===== config.mk =====
export PLATFORM = sky130hd
export DESIGN_NAME = memory_arbiter
export DESIGN_NICKNAME = d
export VERILOG_FILES = /design/src/rtl/mesm6_pkg.sv /design/src/rtl/memory_arbiter.sv
export SDC_FILE = /design/constraint.sdc
export NUM_CORES = 1
export LEC_CHECK = 0
export CAP_MARGIN = 20
export CORE_MARGIN = 4
export CORE_UTILIZATION = 45
export DETAILED_ROUTE_END_ITERATION = 16
export GPL_TIMING_DRIVEN = 0
export PLACE_DENSITY = 0.83
export SYNTH_ARGS = -nofsm -noshare
export SYNTH_HDL_FRONTEND = slang
export SYNTH_SLANG_ARGS = --single-unit

===== constraint.sdc =====
create_clock -name clk -period 5.5 [get_ports clk]
set_clock_uncertainty 0.1 [all_clocks]
set_input_delay 1.1 -clock clk [delete_from_list [all_inputs] [get_ports clk]]
set_output_delay 1.1 -clock clk [all_outputs]
set_load 0.01 [all_outputs]

===== src/rtl/mesm6_pkg.sv =====
// Shared types for the main-RAM arbiter: memory geometry, arbiter states, requester ids.
// Pure declarations; no logic, no latency, no flow control.
// Imported by the arbiter and its testbench.
package mesm6_pkg;

    localparam int MEM_AW = 15;
    localparam int MEM_DW = 48;

    typedef logic [MEM_DW-1:0] word_t;

    typedef enum logic [1:0] {
        IDLE,
        ISSUE,
        WAIT,
        RESP
    } arb_state_t;

    typedef enum logic {
        PORT_I,
        PORT_D
    } port_t;

endpackage


===== src/rtl/memory_arbiter.sv =====
// Round-robin arbiter sharing the main RAM between instruction fetch (I) and load/store (D).
// Latency: req sampled at edge k, RAM strobe after k+1, ack after k+3; one access per 4 cycles.
// Requests are level-held until ack; a stalled RAM is cut off by the TIMEOUT watchdog with bus_err.
module memory_arbiter
    import mesm6_pkg::*;
#(
    parameter int AW      = MEM_AW,
    parameter int DW      = MEM_DW,
    parameter int TIMEOUT = 15
) (
    input  logic          clk,
    input  logic          reset,
    input  logic          i_req,
    input  logic [AW-1:0] i_addr,
    output logic          i_ack,
    output logic [DW-1:0] i_rdata,
    input  logic          d_req,
    input  logic          d_we,
    input  logic [AW-1:0] d_addr,
    input  logic [DW-1:0] d_wdata,
    output logic          d_ack,
    output logic [DW-1:0] d_rdata,
    output logic          bus_err,
    output logic [AW-1:0] m_addr,
    output logic          m_read,
    output logic          m_write,
    output logic [DW-1:0] m_wdata,
    input  logic [DW-1:0] m_rdata,
    input  logic          m_done
);

    localparam logic [7:0] TO_LIMIT = 8'(TIMEOUT);

    arb_state_t state_q, state_nxt;
    port_t      grant_q, last_q, sel;
    logic       sel_vld, i_cand, d_cand;
    logic       we_q, to_q;
    logic [7:0] cnt_q, cnt_inc;

    // A port still showing its ack has just been served; its held req is stale.
    always_comb begin
        state_nxt = state_q;
        sel       = PORT_I;
        i_cand    = i_req && !i_ack;
        d_cand    = d_req && !d_ack;
        sel_vld   = i_cand || d_cand;
        cnt_inc   = cnt_q + 8'd1;

        if (i_cand && d_cand) begin
            sel = (last_q == PORT_D) ? PORT_I : PORT_D;
        end else if (d_cand) begin
            sel = PORT_D;
        end

        case (state_q)
            IDLE:    if (sel_vld) state_nxt = ISSUE;
            ISSUE:   state_nxt = WAIT;
            WAIT:    if (m_done || cnt_inc == TO_LIMIT) state_nxt = RESP;
            RESP:    state_nxt = IDLE;
            default: state_nxt = IDLE;
        endcase
    end

    always_ff @(posedge clk) begin
        if (reset) begin
            state_q <= IDLE;
            grant_q <= PORT_I;
            last_q  <= PORT_D;
            we_q    <= 1'b0;
            to_q    <= 1'b0;
            cnt_q   <= '0;
            i_ack   <= 1'b0;
            d_ack   <= 1'b0;
            bus_err <= 1'b0;
            m_read  <= 1'b0;
            m_write <= 1'b0;
            m_addr  <= '0;
            m_wdata <= '0;
            i_rdata <= '0;
            d_rdata <= '0;
        end else begin
            state_q <= state_nxt;
            i_ack   <= 1'b0;
            d_ack   <= 1'b0;
            bus_err <= 1'b0;
            m_read  <= 1'b0;
            m_write <= 1'b0;

            case (state_q)
                IDLE: begin
                    if (sel_vld) begin
                        grant_q <= sel;
                        if (sel == PORT_D) begin
                            m_addr  <= d_addr;
                            m_wdata <= d_wdata;
                            we_q    <= d_we;
                        end else begin
                            m_addr  <= i_addr;
                            m_wdata <= '0;
                            we_q    <= 1'b0;
                        end
                    end
                end
                ISSUE: begin
                    m_read  <= !we_q;
                    m_write <= we_q;
                    cnt_q   <= '0;
                    to_q    <= 1'b0;
                end
                WAIT: begin
                    if (m_done) begin
                        if (!we_q) begin
                            if (grant_q == PORT_D) d_rdata <= m_rdata;
                            else                   i_rdata <= m_rdata;
                        end
                    end else begin
                        cnt_q <= cnt_inc;
                        // Timed-out reads return zero; a timed-out write leaves d_rdata alone.
                        if (cnt_inc == TO_LIMIT) begin
                            to_q <= 1'b1;
                            if (!we_q) begin
                                if (grant_q == PORT_D) d_rdata <= '0;
                                else                   i_rdata <= '0;
                            end
                        end
                    end
                end
                RESP: begin
                    if (grant_q == PORT_D) d_ack <= 1'b1;
                    else                   i_ack <= 1'b1;
                    bus_err <= to_q;
                    last_q  <= grant_q;
                end
                default: ;
            endcase
        end
    end

endmodule


==> summary.txt <==
Run status: finished clean
Final setup viols: 0
Fmax: 326 MHz
WL final: 25,400 um
Crit path launch type: input port
Power consumption: 3880 uW
Dpl ws: 2.05 ns
Routed Antenna Nets: 0
GPL Wtd Cong: 0.868
Core area: 15,900 um2
Initial antenna violation count: 0
Worst Path Arrival: 3.33 ns
Final Cycle Share: 55.8%
Pins Over Slew Limit: 0
Share of layout cells above drive strength 1: 4.38%
Gate Count Post-Synth: 794
Fraction of registers with async set/reset: 0%
CP dominant cell by count: clkbuf_1
First-pass GRT wire length: 39,400 um
Fin nets: 1,246
Dpl cells: 1,304
Pin count of the biggest net entering global routing: 17
Worst Tran Pin Value: 0.627 ns
Total gr overflow: 0
Synth Flop Type: dfxtp_1
Crit end category: register
WP data required: 5.76 ns
Final Non-Filler Cells: 1,336
Vias in the first global route: 7,488
Number of flops mapped to enable cells by yosys: 0
Setup TNS: 0 ns
Clock tree buffer depth: 2
Clock root buffer: clkbuf_16
Average wire per standard cell: 19.0 um
Worst-path clk slew: 0.07 ns
CP delay by family, top: buffers and inverters
CTS Hold Bufs: 0
Relative slew slack: 58.2%
DRC: 0
Final min period: 3.07 ns
Synthesized area per cell: 9.27 um2
PostCTS Resize Cnt: 0
CTS tree: done
WP buf/inv: 4
CP max FO: 10
CP Class: in2reg
MaxCap Viol Count: 0
Total Routing Usage GR: 26.7%
Leak pwr: 0.00372 uW
Clk_lat worst skew: 0.43 ns
Sequential fraction of the synthesis area: 48.4%
CTS sink count: 178
Worst VDD drop: 0.239 mV
Die width: 136 um
Area delta synth->final: 52.0%
IO Pins: 296
Setup Buffers After CTS: 0
Post-Syn Area: 7360 um2
Yosys cell types: 40
Initial Util: 46.2%
Critical-path cell list: clkdlybuf4s50_1 -> inv_2 -> nor2_1 -> clkbuf_1 -> clkbuf_1 -> a22oi_1 -> a21oi_1
Die extent in y: 136 um
Rows: 46
Vias per cell: 5.81
Total number of yosys warnings: 0
Via Count: 7,757
Worst min path class: reg2reg
Hold Vio Cnt, Final: 0
Final WS setup: 2.43 ns
N_diodes: 0
Depth of the CTS H-tree: 4
Crit-path max cell delay: 0.60 ns
RSZ-0062 raised after global routing: false
PwrDens: 347 nW/um2
Critical path's slowest cell: clkdlybuf4s50_1
DR iter-0 viols: 517
Post-DP HPWL: 18,800 um
IO buf count: 294
CTS Buf Count: 17
Die ar.: 18,500 um2
Syn nets: 933
1st-pass router iterations: 7
FF+latch count, synth: 178
-- synth_stat cells, types with 2 or more instances --
| master | number | area share (%) |
|---|---|---|
| dfxtp_1 | 178 | 48 |
| o21ai_0 | 2 | 0.14 |
| nor3b_1 | 5 | 0.51 |
| a22oi_1 | 145 | 15 |
| ha_1 | 7 | 1.2 |
| mux2i_1 | 17 | 2.3 |
| nor2_1 | 77 | 3.9 |
| nand3b_1 | 2 | 0.20 |
| a211oi_1 | 15 | 1.5 |
| clkbuf_1 | 76 | 3.9 |
| nor3_1 | 2 | 0.14 |
| xnor2_1 | 3 | 0.36 |
| nand2_1 | 6 | 0.31 |
| buf_4 | 4 | 0.41 |
| nor2b_1 | 2 | 0.17 |
| xor2_1 | 4 | 0.48 |
| and3b_1 | 3 | 0.36 |
| nand2b_1 | 6 | 0.51 |
| nand3_1 | 6 | 0.41 |
| a21oi_1 | 106 | 7.2 |
| buf_2 | 9 | 0.61 |
| inv_1 | 6 | 0.31 |
| o211ai_1 | 96 | 9.8 |
-- worst register-to-register path: cells and delay by family, from the launching register on --
family                     cells  cell delay [ns]
AOI/OAI and AO/OA              2             0.33
DFF                            1             0.34
and+or+nand+nor                2             0.51
adders and majority gates      1             0.27
buffers and inverters          3             1.04
-- flip-flops by register name (all words and copies together) (netlist names), 2 cells and up --
register	cells
d_rdata	48
i_rdata	48
m_addr	15
state_q	2
cnt_q	8
m_wdata	48
-- layout by cell type (no fill, tap or decap), drive strengths merged, types with 2 or more instances in the layout --
cell type,Yosys,final
clkinvlp,0,3
xor2,5,5
bufinv,0,3
inv,7,8
o21ai,2,2
a211oi,15,15
nand3b,2,2
mux2i,17,17
nor2b,2,2
nor3b,5,5
ha,7,7
clkbuf,76,97
nand2,6,6
o31ai,2,2
nor2,77,77
clkinv,0,4
o211ai,96,96
dfxtp,178,178
a21oi,106,106
clkdlybuf4s50,0,294
and3b,3,3
nand2b,6,6
nand3,6,6
xnor2,3,3
buf,14,14
a22oi,145,145
nor3,2,2
-- per-stage QoR --
stage | hold WS (ns) | utilization (%) | cell area, um2
5_1_grt | 0.433 | 70.2 | 11200
6_report | 0.380 | 70.2 | 11200
2_1_floorplan | 0.341 | - | 7360
3_5_place_dp | 0.371 | 66.3 | 10600
4_1_cts | 0.379 | 70.2 | 11200
3_3_place_gp | 0.362 | 66.3 | 10600
-- cell type report --
class	count	area [um2]
Inverter	7	26.3
Timing Repair Buffer	294	2940
Sequential cell	178	3560
Multi-Input combinational cell	519	3400
Clock buffer	21	460
Tap cell	216	270
Fill cell	1281	4760
Buffer	90	372
Clock inverter	11	153
-- kinds of logic (layout without fill, tap and decap cells) --
group	count (synthesis)	count (layout)	synth area share [%]
xor+xnor	8	8	1.05
fa+ha+maj	7	7	1.19
simple gates	115	115	7.09
compound gates	372	372	34.5
buf+inv	97	423	5.41
flops	178	178	48.4
mux	17	17	2.31
-- path summary, 6_finish.rpt --
kind	startpoint	end	slack, ns	cells after the start
worst max-delay path	m_done	d_rdata[22]$_SDFFE_PP0P_	2.43	7
worst min-delay path	last_q$_SDFFE_PP1N_	last_q$_SDFFE_PP1N_	0.38	2
worst max register to register	state_q[0]$_SDFFE_PP0P_	d_rdata[22]$_SDFFE_PP0P_	2.84	8
worst min register to register	last_q$_SDFFE_PP1N_	last_q$_SDFFE_PP1N_	0.38	2
-- report_power, final --
part           switching, uW  internal [uW]  leakage, uW
registers                103           1440      0.00144
logic                    556            516      0.00199
clock network            523            742     0.000290
-- layer usage --
metal	track usage (%)	vias up	wire length, um
met4	10.2	0	726
met2	45.2	405	12300
met1	31.9	3659	9720
met3	8.36	52	2690
li1	-	3641	-
met5	0	-	0
Note: power is estimated with default switching activity, not from simulation.
